--- src/rtl/tone_pkg.sv ---
// Shared definitions for the tone player: note frequency table, state
// encoding and the half-period helper used to build the tone table.
// Optional feature macro: TONE_PLAYER_GAP_EN adds the GAP state.
package tone_pkg;

  localparam int NUM_NOTES = 28;

  // Semitones C4 .. D#6, rounded to whole Hz.
  localparam int unsigned NOTE_HZ [NUM_NOTES] = '{
    262, 277, 294, 311, 330, 349, 370, 392, 415, 440, 466, 494,
    523, 554, 587, 622, 659, 698, 740, 784, 831, 880, 932, 988,
    1047, 1109, 1175, 1245
  };

`ifdef TONE_PLAYER_GAP_EN
  typedef enum logic [1:0] {IDLE, PLAY, GAP} state_e;
`else
  typedef enum logic [1:0] {IDLE, PLAY} state_e;
`endif

  // Clock cycles between toggles of the square wave for a given note.
  function automatic int unsigned half_period(input int unsigned clk_hz,
                                              input int unsigned code);
    return clk_hz / (2 * NOTE_HZ[code]);
  endfunction

endpackage

--- src/rtl/tone_player_if.sv ---
// Note-event handshake between a producer and the tone player.
interface tone_player_if #(
  parameter int NOTE_W = 6,
  parameter int DUR_W  = 12
);
  logic              note_valid;
  logic              note_ready;
  logic [NOTE_W-1:0] note_code;
  logic [DUR_W-1:0]  note_dur;

  modport master (output note_valid, output note_code, output note_dur,
                  input note_ready);
  modport slave  (input note_valid, input note_code, input note_dur,
                  output note_ready);
endinterface

--- src/rtl/tone_fifo.sv ---
// Note queue: power-of-two depth, pointers wrap naturally, flush empties
// the queue and wins over push and pop in the same cycle.
module tone_fifo #(
  parameter int DEPTH = 8,
  parameter int WIDTH = 18
) (
  input  logic                     clk,
  input  logic                     rst_n,
  input  logic                     push,
  input  logic                     pop,
  input  logic                     flush,
  input  logic [WIDTH-1:0]         wdata,
  output logic [WIDTH-1:0]         rdata,
  output logic                     full,
  output logic                     empty,
  output logic [$clog2(DEPTH):0]   level
);

  localparam int AW = $clog2(DEPTH);
  localparam int LW = AW + 1;
  localparam logic [LW-1:0] LVL_FULL = LW'(DEPTH);

  logic [AW-1:0]    wptr_q, wptr_d;
  logic [AW-1:0]    rptr_q, rptr_d;
  logic [LW-1:0]    level_q, level_d;
  logic [WIDTH-1:0] mem_q [DEPTH];
  logic             push_ok, pop_ok;

  assign push_ok = push && !full && !flush;
  assign pop_ok  = pop && !empty && !flush;

  // Next pointers and occupancy.
  always_comb begin
    wptr_d  = wptr_q;
    rptr_d  = rptr_q;
    level_d = level_q;
    if (flush) begin
      wptr_d  = '0;
      rptr_d  = '0;
      level_d = '0;
    end else begin
      if (push_ok) wptr_d = wptr_q + AW'(1);
      if (pop_ok)  rptr_d = rptr_q + AW'(1);
      if (push_ok && !pop_ok)      level_d = level_q + LW'(1);
      else if (pop_ok && !push_ok) level_d = level_q - LW'(1);
    end
  end

  // Pointer and occupancy registers.
  always_ff @(posedge clk or negedge rst_n) begin
    if (!rst_n) begin
      wptr_q  <= '0;
      rptr_q  <= '0;
      level_q <= '0;
    end else begin
      wptr_q  <= wptr_d;
      rptr_q  <= rptr_d;
      level_q <= level_d;
    end
  end

  // Storage; contents need no reset since occupancy guards every read.
  always_ff @(posedge clk) begin
    if (push_ok) mem_q[wptr_q] <= wdata;
  end

  assign rdata = mem_q[rptr_q];
  assign full  = (level_q == LVL_FULL);
  assign empty = (level_q == '0);
  assign level = level_q;

endmodule

--- src/rtl/tone_player.sv ---
// Queued square-wave tone player. Notes (code, duration in ms) are queued
// through the handshake interface and played in order; codes 0..27 are
// semitones C4..D#6, larger codes are rests.
// Optional feature macro: TONE_PLAYER_GAP_EN inserts a silent GAP_MS gap
// after every played note.
module tone_player
  import tone_pkg::*;
#(
  parameter int CLK_HZ = 50_000_000,
  parameter int DEPTH  = 8,
  parameter int NOTE_W = 6,
  parameter int DUR_W  = 12
`ifdef TONE_PLAYER_GAP_EN
  , parameter int GAP_MS = 20
`endif
) (
  input  logic                   clk,
  input  logic                   rst_n,
  tone_player_if.slave           note_if,
  input  logic                   flush,
  output logic                   sound,
  output logic                   busy,
  output logic                   note_done,
  output logic [$clog2(DEPTH):0] level
);

  localparam int MS_CYC = CLK_HZ / 1000;
  localparam int PRE_W  = $clog2(MS_CYC + 1);
  // Lowest note has the longest half period and sizes the counter.
  localparam int HC_W   = $clog2(half_period(CLK_HZ, 0) + 1);
  localparam int LVL_W  = $clog2(DEPTH) + 1;
  localparam int ENT_W  = NOTE_W + DUR_W;
  localparam logic [PRE_W-1:0] PRE_LAST = PRE_W'(MS_CYC - 1);
`ifdef TONE_PLAYER_GAP_EN
  localparam logic [DUR_W-1:0] GAP_LAST = DUR_W'(GAP_MS - 1);
`endif

  state_e             state_q, state_d;
  logic               head_vld_q, head_vld_d;
  logic               sound_q, sound_d;
  logic               done_q, done_d;
  logic               rdy_en_q, rdy_en_d;
  logic [HC_W-1:0]    hc_q, hc_d;
  logic [PRE_W-1:0]   pre_q, pre_d;
  logic [DUR_W-1:0]   ms_q, ms_d;
  logic [NOTE_W-1:0]  cur_code_q, cur_code_d;
  logic [DUR_W-1:0]   cur_dur_q, cur_dur_d;

  logic               ready, push, pop, load, restart;
  logic               fifo_full, fifo_empty;
  logic [ENT_W-1:0]   head;
  logic [NOTE_W-1:0]  head_code;
  logic [DUR_W-1:0]   head_dur;
  logic [LVL_W-1:0]   fifo_level;
  logic [HC_W-1:0]    half_tbl [NUM_NOTES];
  logic [HC_W-1:0]    half_lim;
  logic               is_tone, ms_tick, play_last, head_ok;

  // Ready comes only from registered occupancy plus the flush input; it
  // stays low until the first clock edge after reset releases.
  assign rdy_en_d           = 1'b1;
  assign ready              = rdy_en_q && !fifo_full && !flush;
  assign note_if.note_ready = ready;
  assign push               = note_if.note_valid && ready;
  assign {head_code, head_dur} = head;

  tone_fifo #(
    .DEPTH (DEPTH),
    .WIDTH (ENT_W)
  ) u_fifo (
    .clk   (clk),
    .rst_n (rst_n),
    .push  (push),
    .pop   (pop),
    .flush (flush),
    .wdata ({note_if.note_code, note_if.note_dur}),
    .rdata (head),
    .full  (fifo_full),
    .empty (fifo_empty),
    .level (fifo_level)
  );

  // Half-period reload values, fixed at elaboration (stored minus one).
  for (genvar g = 0; g < NUM_NOTES; g++) begin : g_half
    assign half_tbl[g] = HC_W'(half_period(CLK_HZ, g) - 1);
  end

  // Look up the current note; codes past the table are rests.
  always_comb begin
    half_lim = '0;
    is_tone  = 1'b0;
    for (int i = 0; i < NUM_NOTES; i++) begin
      if (int'(cur_code_q) == i) begin
        half_lim = half_tbl[i];
        is_tone  = 1'b1;
      end
    end
  end

  assign ms_tick   = (pre_q == PRE_LAST);
  assign play_last = ms_tick && (ms_q == cur_dur_q - DUR_W'(1));
  // A zero-duration head cannot start PLAY directly; IDLE retires it.
  assign head_ok   = !fifo_empty && (head_dur != '0);

  // Next-state, counters and outputs of the playback FSM.
  always_comb begin
    state_d    = state_q;
    head_vld_d = head_vld_q;
    sound_d    = sound_q;
    done_d     = 1'b0;
    hc_d       = hc_q;
    pre_d      = pre_q;
    ms_d       = ms_q;
    pop        = 1'b0;
    load       = 1'b0;
    restart    = 1'b0;
    if (flush) begin
      state_d    = IDLE;
      head_vld_d = 1'b0;
      restart    = 1'b1;
    end else begin
      case (state_q)
        IDLE: begin
          // Pop into the note register first, start it one edge later.
          if (head_vld_q) begin
            head_vld_d = 1'b0;
            if (cur_dur_q == '0) begin
              done_d = 1'b1;
            end else begin
              state_d = PLAY;
              restart = 1'b1;
            end
          end else if (!fifo_empty) begin
            pop        = 1'b1;
            load       = 1'b1;
            head_vld_d = 1'b1;
          end
        end
        PLAY: begin
          if (play_last) begin
            done_d  = 1'b1;
            restart = 1'b1;
`ifdef TONE_PLAYER_GAP_EN
            state_d = GAP;
`else
            if (head_ok) begin
              pop  = 1'b1;
              load = 1'b1;
            end else begin
              state_d = IDLE;
            end
`endif
          end else begin
            if (ms_tick) begin
              pre_d = '0;
              ms_d  = ms_q + DUR_W'(1);
            end else begin
              pre_d = pre_q + PRE_W'(1);
            end
            if (is_tone) begin
              if (hc_q == half_lim) begin
                hc_d    = '0;
                sound_d = !sound_q;
              end else begin
                hc_d = hc_q + HC_W'(1);
              end
            end
          end
        end
`ifdef TONE_PLAYER_GAP_EN
        GAP: begin
          if (ms_tick && (ms_q == GAP_LAST)) begin
            restart = 1'b1;
            if (head_ok) begin
              pop     = 1'b1;
              load    = 1'b1;
              state_d = PLAY;
            end else begin
              state_d = IDLE;
            end
          end else if (ms_tick) begin
            pre_d = '0;
            ms_d  = ms_q + DUR_W'(1);
          end else begin
            pre_d = pre_q + PRE_W'(1);
          end
        end
`endif
        default: state_d = IDLE;
      endcase
    end
    if (restart) begin
      hc_d    = '0;
      pre_d   = '0;
      ms_d    = '0;
      sound_d = 1'b0;
    end
  end

  assign cur_code_d = load ? head_code : cur_code_q;
  assign cur_dur_d  = load ? head_dur  : cur_dur_q;

  // Control state; reset abandons any note in progress.
  always_ff @(posedge clk or negedge rst_n) begin
    if (!rst_n) begin
      state_q    <= IDLE;
      head_vld_q <= 1'b0;
      sound_q    <= 1'b0;
      done_q     <= 1'b0;
      rdy_en_q   <= 1'b0;
      hc_q       <= '0;
      pre_q      <= '0;
      ms_q       <= '0;
    end else begin
      state_q    <= state_d;
      head_vld_q <= head_vld_d;
      sound_q    <= sound_d;
      done_q     <= done_d;
      rdy_en_q   <= rdy_en_d;
      hc_q       <= hc_d;
      pre_q      <= pre_d;
      ms_q       <= ms_d;
    end
  end

  // Current note payload; only meaningful once loaded from the queue.
  always_ff @(posedge clk) begin
    cur_code_q <= cur_code_d;
    cur_dur_q  <= cur_dur_d;
  end

  assign sound     = sound_q;
  assign note_done = done_q;
  assign level     = fifo_level;
  assign busy      = (state_q != IDLE) || !fifo_empty || head_vld_q;

endmodule

--- src/flat_wrapper.sv ---
// flat-port wrapper written by rule: the top's interface ports become plain ports
module tone_player_flat import tone_pkg::*;
#(
  parameter int CLK_HZ = 50_000_000,
  parameter int DEPTH  = 8,
  parameter int NOTE_W = 6,
  parameter int DUR_W  = 12

)
  (clk, rst_n, flush, sound, busy, note_done, level, note_if_note_valid, note_if_note_code, note_if_note_dur, note_if_note_ready);
  tone_player_if #(.NOTE_W(NOTE_W), .DUR_W(DUR_W)) note_if_i ();
  input  logic clk;
  input  logic rst_n;
  input  logic flush;
  output logic sound;
  output logic busy;
  output logic note_done;
  output logic [$clog2(DEPTH):0] level;
  input wire logic [$bits(note_if_i.note_valid)-1:0] note_if_note_valid;
  input wire logic [$bits(note_if_i.note_code)-1:0] note_if_note_code;
  input wire logic [$bits(note_if_i.note_dur)-1:0] note_if_note_dur;
  output wire logic [$bits(note_if_i.note_ready)-1:0] note_if_note_ready;
  assign note_if_i.note_valid = note_if_note_valid;
  assign note_if_i.note_code = note_if_note_code;
  assign note_if_i.note_dur = note_if_note_dur;
  assign note_if_note_ready = note_if_i.note_ready;
  tone_player #(.CLK_HZ(CLK_HZ), .DEPTH(DEPTH), .NOTE_W(NOTE_W), .DUR_W(DUR_W)) u_core (.clk(clk), .rst_n(rst_n), .note_if(note_if_i), .flush(flush), .sound(sound), .busy(busy), .note_done(note_done), .level(level));
endmodule
--- config.mk ---
export PLATFORM = sky130hd
export DESIGN_NAME = tone_player_flat
export DESIGN_NICKNAME = d
export VERILOG_FILES = /design/src/rtl/tone_pkg.sv /design/src/rtl/tone_player_if.sv /design/src/rtl/tone_fifo.sv /design/src/rtl/tone_player.sv /design/src/flat_wrapper.sv
export SDC_FILE = /design/constraint.sdc
export NUM_CORES = 1
export LEC_CHECK = 0
export CAP_MARGIN = 20
export CORE_MARGIN = 2
export CORE_UTILIZATION = 45
export CTS_CLUSTER_DIAMETER = 100
export CTS_CLUSTER_SIZE = 40
export DETAILED_ROUTE_END_ITERATION = 10
export GPL_TIMING_DRIVEN = 0
export HOLD_SLACK_MARGIN = 0.05
export MAX_ROUTING_LAYER = met4
export PLACE_DENSITY = 0.65
export SLEW_MARGIN = 20
export SYNTH_ARGS = -nofsm -noshare
export SYNTH_HDL_FRONTEND = slang
export SYNTH_SLANG_ARGS = --single-unit
--- constraint.sdc ---
create_clock -name clk -period 5.4 [get_ports clk]
set_input_delay 0.54 -clock clk [delete_from_list [all_inputs] [get_ports clk]]
set_output_delay 0.54 -clock clk [all_outputs]
set_load 0.02 [all_outputs]
==> results.cfg, run 1 <==
[status]
outcome = finished, final reports clean

[critical_path]
path_class = flip-flop to flip-flop
crit_top_cell = buf_2
slowest_stage = or4_1
startpoint_type = flip-flop
endpoint_kind = flip-flop
crit_family = simple AND/OR/NAND/NOR gates
required_ps = 5780
arrival_ps = 5410
critical_path.max_stage_delay_ps = 530
crit_buf_inv = 4
worstPathMaxFanout = 27
cp_cell_sequence = buf_2, buf_2, buf_2, mux4_2, mux2_2, nor4_1, nand4_1, nand2_1, a21oi_1, buf_2, nand2b_1, ha_1, a21o_1, a21oi_1, nor4b_1, or4_1

[route]
drt_iter0_markers = 724
first_pass_iters = 5
via_count = 7091
drc = 0
wire_per_inst_um = 18.8
ant_nets = 0
avgViaCountPerCell = 5.79
drt-total-wl_mm = 23.0

[yosys]
synth_common_cells = edfxtp_1, nor2_1, dfrtp_1
synth_nets = 866
yosysWarnings = 0
synth_edf_count = 162
synthTopCellsByArea = edfxtp_1, dfrtp_1, mux4_2
synth.distinct_cells = 84
syn_inst = 834
ys_async_sr_fraction = 0.270
synth.avg_cell_area_um2 = 13.1
synth_top_area_share = 0.445
synth_largest_area_cell = edfxtp_1
ys_ff_latch = 222
seq_area_frac_synth = 0.582
post-synth-top-count-cell = edfxtp_1
syn_area_um2 = 10900
ys.flop_type = edfxtp_1

[clocking]
hold_buffers = 1
cts_root_buf = clkbuf_16
cts_sinks = 222
cts-htree-levels = 1
cts_tree = yes
cts_made_buffers = 11
clockBufferDepth = 3
postCtsSetupBuffers = 0
clk_pin_slew_worst_paths_ps = 140
cts_resized = 0
worst_skew_pair.late_latency_ps = 500

[timing]
fin_crit_sh = 0.930
relSlewSlack = 0.277
final-max-slew-violation-count = 0
tightestPinTransition_ps = 1060
finalCriticalPeriod_ps = 5020
setup_tns_ps = 0
hold_viol_final = 0
rsz0062_at_grt = false
fmax_mhz = 199
setup_viol = 0
skew_ps = 55.7

[place]
place_area_um2 = 11800
io_buffers = 28
dp_hpwl_mm = 16.3
place.gp.congestion = 0.920

[global_routing]
track_usage = 0.187
grt_pass1_wl_mm = 37.1
grt_start_max_net_pins = 53
grt-ovfl-total = 0
antenna_found_initial = 0
grt_pass1_vias = 6697

[die]
core_um2 = 24100
initial_core_util = 0.453
die_h_um = 160
ioPinCount = 30
placementRows = 57
dieArea_um2 = 25600
fp.dieW_um = 160

[layout]
area_growth_pct = 11.8
drive_gt1_frac = 0.162
diodes = 0
num-nets-final = 928
postLayoutCellArea_um2 = 12200
fill_cells = 2132

[pwr]
ir_drop_mv = 0.313
p_leak_uw = 0.00417
powerDensity_nw_per_um2 = 344

[hold_path]
hold_class = input pin to async pin

[run]
cap_violations = 0
path summary, 6_finish.rpt:
kind	depth (start not counted)	slack (ps)	from	end
hold / removal	2	430	rst_n	u_core.hc_q[8]
hold reg to reg	1	550	u_core.pre_q[1]	u_core.pre_q[1]
min in group clk	1	550	u_core.pre_q[1]	u_core.pre_q[1]
setup / recovery	16	380	u_core.u_fifo.rptr_q[1]	u_core.u_fifo.level[3]
setup reg to reg	16	380	u_core.u_fifo.rptr_q[1]	u_core.u_fifo.level[3]
max in group asynchronous	3	4480	rst_n	u_core.hc_q[16]
power breakdown:
| part | switching (uW) | total, uW | internal [uW] | leakage (uW) |
|---|---|---|---|---|
| Combinational | 684 | 1160 | 480 | 0.00171 |
| Sequential | 91.2 | 2030 | 1930 | 0.00229 |
| Clock | 591 | 1010 | 417 | 0.000180 |
| Total | 1370 | 4200 | 2830 | 0.00417 |
placed cells by master (no fill, tap or decap), drive strengths merged, types with 5 or more instances in the layout:
master,n
edfxtp,162
nor2,70
dfrtp,60
nand2,45
buf,43
mux4,37
clkbuf,37
xor2,31
a21oi,28
xnor2,27
clkdlybuf4s50,27
o21ai,27
nor3,23
mux2,20
inv,20
nand3,19
and3,16
nand2b,12
nand4,12
nor4,11
nor3b,11
ha,9
o211ai,8
nor2b,8
o22ai,8
nor4b,8
a31oi,7
nand3b,7
or2,7
o21a,6
a211oi,6
a21boi,5
and2,5
a22o,5
worst reg2reg max path: stages (launching register included):
cell and delay, ps:
dfrtp_1 370, buf_2 340, buf_2 380, buf_2 340
mux4_2 370, mux2_2 310, nor4_1 380, nand4_1 200
nand2_1 150, a21oi_1 100, buf_2 330, nand2b_1 270
ha_1 290, a21o_1 170, a21oi_1 290, nor4b_1 90
or4_1 530
cell type report:
| cell class | count | area (um^2) | area share |
|---|---|---|---|
| flip-flops and latches | 222 | 6370 | 0.521 |
| multi-input cells | 547 | 4340 | 0.355 |
| repair buffers | 49 | 452 | 0.0370 |
| well taps | 324 | 405 | 0.0332 |
| clock buffers | 12 | 279 | 0.0228 |
| plain buffers | 47 | 211 | 0.0173 |
| clock inverters | 5 | 104 | 0.00850 |
| inverters | 18 | 67.6 | 0.00553 |
registers in the layout, indices dropped and copies added, names as in the netlist, 3 cells and up:
name	count
u_core.u_fifo.wptr_q	3
u_core.hc_q	17
u_core.cur_dur_q	12
u_core.pre_q	16
u_core.ms_q	12
u_core.u_fifo.mem_q	144
u_core.u_fifo.level	4
u_core.u_fifo.rptr_q	3
u_core.cur_code_q	6
stage by stage:
step	utilization	worst slack, ps	hold slack (ps)	power, uW	instances
2_1_floorplan	-	1250	244	2880	834
3_3_place_gp	0.482	-679	511	3200	1186
3_5_place_dp	0.490	333	383	3210	1206
4_1_cts	0.507	317	423	4210	1224
5_1_grt	0.507	14.1	423	4400	1224
6_report	0.507	376	434	4200	1224
cells by family (layout without fill, tap and decap cells):
family          after synthesis  after routing  synth area share
flops                       222            222             0.582
fa+ha+maj                    10             10            0.0121
mux                          61             61             0.101
other cells                   1              1          0.000343
buf+inv                      65            131            0.0255
compound gates              138            138            0.0880
simple gates                279            279             0.144
xor+xnor                     58             58            0.0465
metal layers:
layer  track usage  part of all wire  vias up
met2         0.297              0.48      203
li1              -                 -     3316
met4        0.0369             0.020        0
met1         0.263              0.46     3534
met3        0.0218             0.046       38
met5             -                 0        -
Power figures use the tool's default switching activity.
==> run 2: changes to the inputs <==
--- a/config.mk
+++ b/config.mk
@@ -18,4 +18,5 @@
 export SLEW_MARGIN = 20
 export SYNTH_ARGS = -nofsm -noshare
 export SYNTH_HDL_FRONTEND = slang
+export SYNTH_HIERARCHICAL = 1
 export SYNTH_SLANG_ARGS = --single-unit
==> results.cfg, run 2 <==
[layout]
num-nets-final = 939
area_growth_pct = 10.9
multi_input_area_um2 = 4300
largest_reg_flops = 144
postLayoutCellArea_um2 = 12100
largest_registers = u_core/u_fifo/mem_q x144, u_core/hc_q x17, u_core/pre_q x16
drive_gt1_frac = 0.142
fin_util = 0.504
layoutNonFillerInstCount = 1235
layout_common_cells = edfxtp_1, nor2_1, dfrtp_1, nand2_1
regArea_um2 = 6370
regMostFlops = u_core/u_fifo/mem_q
diodes = 0
layout_commonest_cell = edfxtp_1
fill_cells = 2131

[yosys]
synth_top_area_share = 0.444
synth_compound_area_frac = 0.0811
ys_async_sr_fraction = 0.270
syn_inst = 859
synth_nets = 891
synth.avg_cell_area_um2 = 12.7
ys_ff_latch = 222
synth.area.mux_share = 0.100
yosysWarnings = 6
ys.flop_type = edfxtp_1
post-synth-top-count-cell = edfxtp_1
synth_common_cells = edfxtp_1, nor2_1, dfrtp_1
synth_largest_area_cell = edfxtp_1
synthXorXnorAreaFrac = 0.0488
yosys.area_share.adder = 0.0130
synth_top_family_by_area = simple AND/OR/NAND/NOR gates
seq_area_frac_synth = 0.581
synth.distinct_cells = 77
synth_edf_count = 162
synth-simple-area-share = 0.143
syn_area_um2 = 11000
synthTopCellsByArea = edfxtp_1, dfrtp_1, mux4_2

[place]
place_area_um2 = 11800
place_ws_ps = 714
dp_hpwl_mm = 15.6
place.gp.congestion = 0.887
io_buffers = 29
placed_cells = 1217

[global_routing]
grt_busiest_layer = met2
antenna_found_initial = 0
met2_usage = 0.301
grt_start_max_net_pins = 41
met3_usage = 0.0208
grt_pass1_wl_mm = 37.2
grt_util_met1 = 0.259
track_usage = 0.188
grt_pass1_vias = 6794
grt-ovfl-total = 0

[route]
drt_iter0_markers = 624
drt-total-wl_mm = 23.1
ant_nets = 0
wire_per_inst_um = 18.7
avgViaCountPerCell = 5.68
drc = 0
via_count = 7018
first_pass_iters = 6

[pwr]
p_leak_uw = 0.00406
powerDensity_nw_per_um2 = 258
ir_drop_mv = 0.269

[die]
placementRows = 57
die_h_um = 160
initial_core_util = 0.454
ioPinCount = 30
fp.dieW_um = 160
core_um2 = 24100
dieArea_um2 = 25600

[timing]
setup_viol = 0
relSlewSlack = 0.482
finalCriticalPeriod_ps = 4660
fin_crit_sh = 0.863
hold_viol_final = 0
fin_ws_ps = 739
tightestPinTransition_ps = 775
final-max-slew-violation-count = 0
fmax_mhz = 215
rsz0062_at_grt = false
skew_ps = 53.3

[hold_path]
hold_class = input pin to async pin

[run]
cap_violations = 0

[clocking]
cts_made_buffers = 11
cts_tree = yes
postCtsSetupBuffers = 0
cts_sinks = 222
cts-htree-levels = 1
worst_skew_pair.late_latency_ps = 490
clk_pin_slew_worst_paths_ps = 130
clockBufferDepth = 3
cts_root_buf = clkbuf_16

[critical_path]
worstPathMaxFanout = 25
endpoint_kind = flip-flop
arrival_ps = 5020
path_class = flip-flop to flip-flop
startpoint_type = flip-flop
required_ps = 5760

[status]
outcome = finished, final reports clean
run 2: cell types whose count changed in the layout (fill, tap and decap cells not counted), sizes merged, moves of 6 or more:
cell    previous run  this run
nor2              70        89
buf               43        26
clkbuf            37        47
and3              16         7
xnor2             27        36
nand3             19        27
inv               20        27
nand2b            12        19
a21oi             28        22
nand2             45        51
xor2              31        25
run 2: critical path: stages (launching register included):
cell and delay [ps]:
dfrtp_1 410, ha_1 230, nand4_1 100, or4_4 500
nor4_2 280, nand4_1 190, nor3_4 410, nand3_1 240
o21ai_4 660, o41ai_2 330, nand2_1 200, ha_1 240
a211o_1 310, o21a_1 140, o211ai_1 190, a31oi_1 100
run 2: final timing paths:
path	from	endpoint	slack, ps	depth (start not counted)
worst max register to register	u_core/pre_q[0]	u_core/u_fifo/level[3]	740	15
worst min-delay path	rst_n	u_core/ms_q[7]	490	2
worst min register to register	u_core/pre_q[1]	u_core/pre_q[1]	530	2
min in group clk	u_core/pre_q[1]	u_core/pre_q[1]	530	2
max in group asynchronous	rst_n	u_core/u_fifo/rptr_q[2]	4340	3
worst max-delay path	u_core/pre_q[0]	u_core/u_fifo/level[3]	740	15
run 2: final cells by class:
type / instances / share of cell area
clock inverters: 6 / 0.00804
inverters: 22 / 0.00680
repair buffers: 35 / 0.0286
plain buffers: 56 / 0.0219
flip-flops and latches: 222 / 0.524
well taps: 324 / 0.0334
clock buffers: 11 / 0.0227
multi-input cells: 559 / 0.354
run 2: metrics by stage:
stage               total power, uW  hold WS, ps  setup TNS (ps)
floorplan                      2080          244               0
global placement               2180          497          -17380
detailed placement             2190          469               0
CTS                            3180          492               0
global route                   3260          498               0
finish                         3140          488               0
run 2: timing repair:
action,in CTS,in global routing
setup endpoints to repair,0,0
hold endpoints to repair,22,0
hold buffers,1,0
gates resized for setup,0,0
run 2: cells by family (layout without fill, tap and decap cells):
| family | Yosys count | after routing |
|---|---|---|
| AND/OR/NAND/NOR | 301 | 301 |
| flip-flops | 222 | 222 |
| AO/OA/AOI/OAI | 123 | 123 |
| buffers and inverters | 78 | 130 |
| multiplexers | 62 | 62 |
| XOR/XNOR | 61 | 61 |
| adder cells (fa/ha/maj) | 11 | 11 |
| other | 1 | 1 |
run 2: power by group:
| part | switching (uW) | internal [uW] |
|---|---|---|
| combinational | 160 | 105 |
| sequential | 27.3 | 1860 |
| clock | 570 | 417 |
run 2: per-layer routing:
| metal | vias to the layer above | wire length (um) |
|---|---|---|
| met5 | - | 0 |
| met4 | 0 | 508 |
| met3 | 33 | 933 |
| met2 | 168 | 11000 |
| met1 | 3504 | 10700 |
| li1 | 3313 | - |
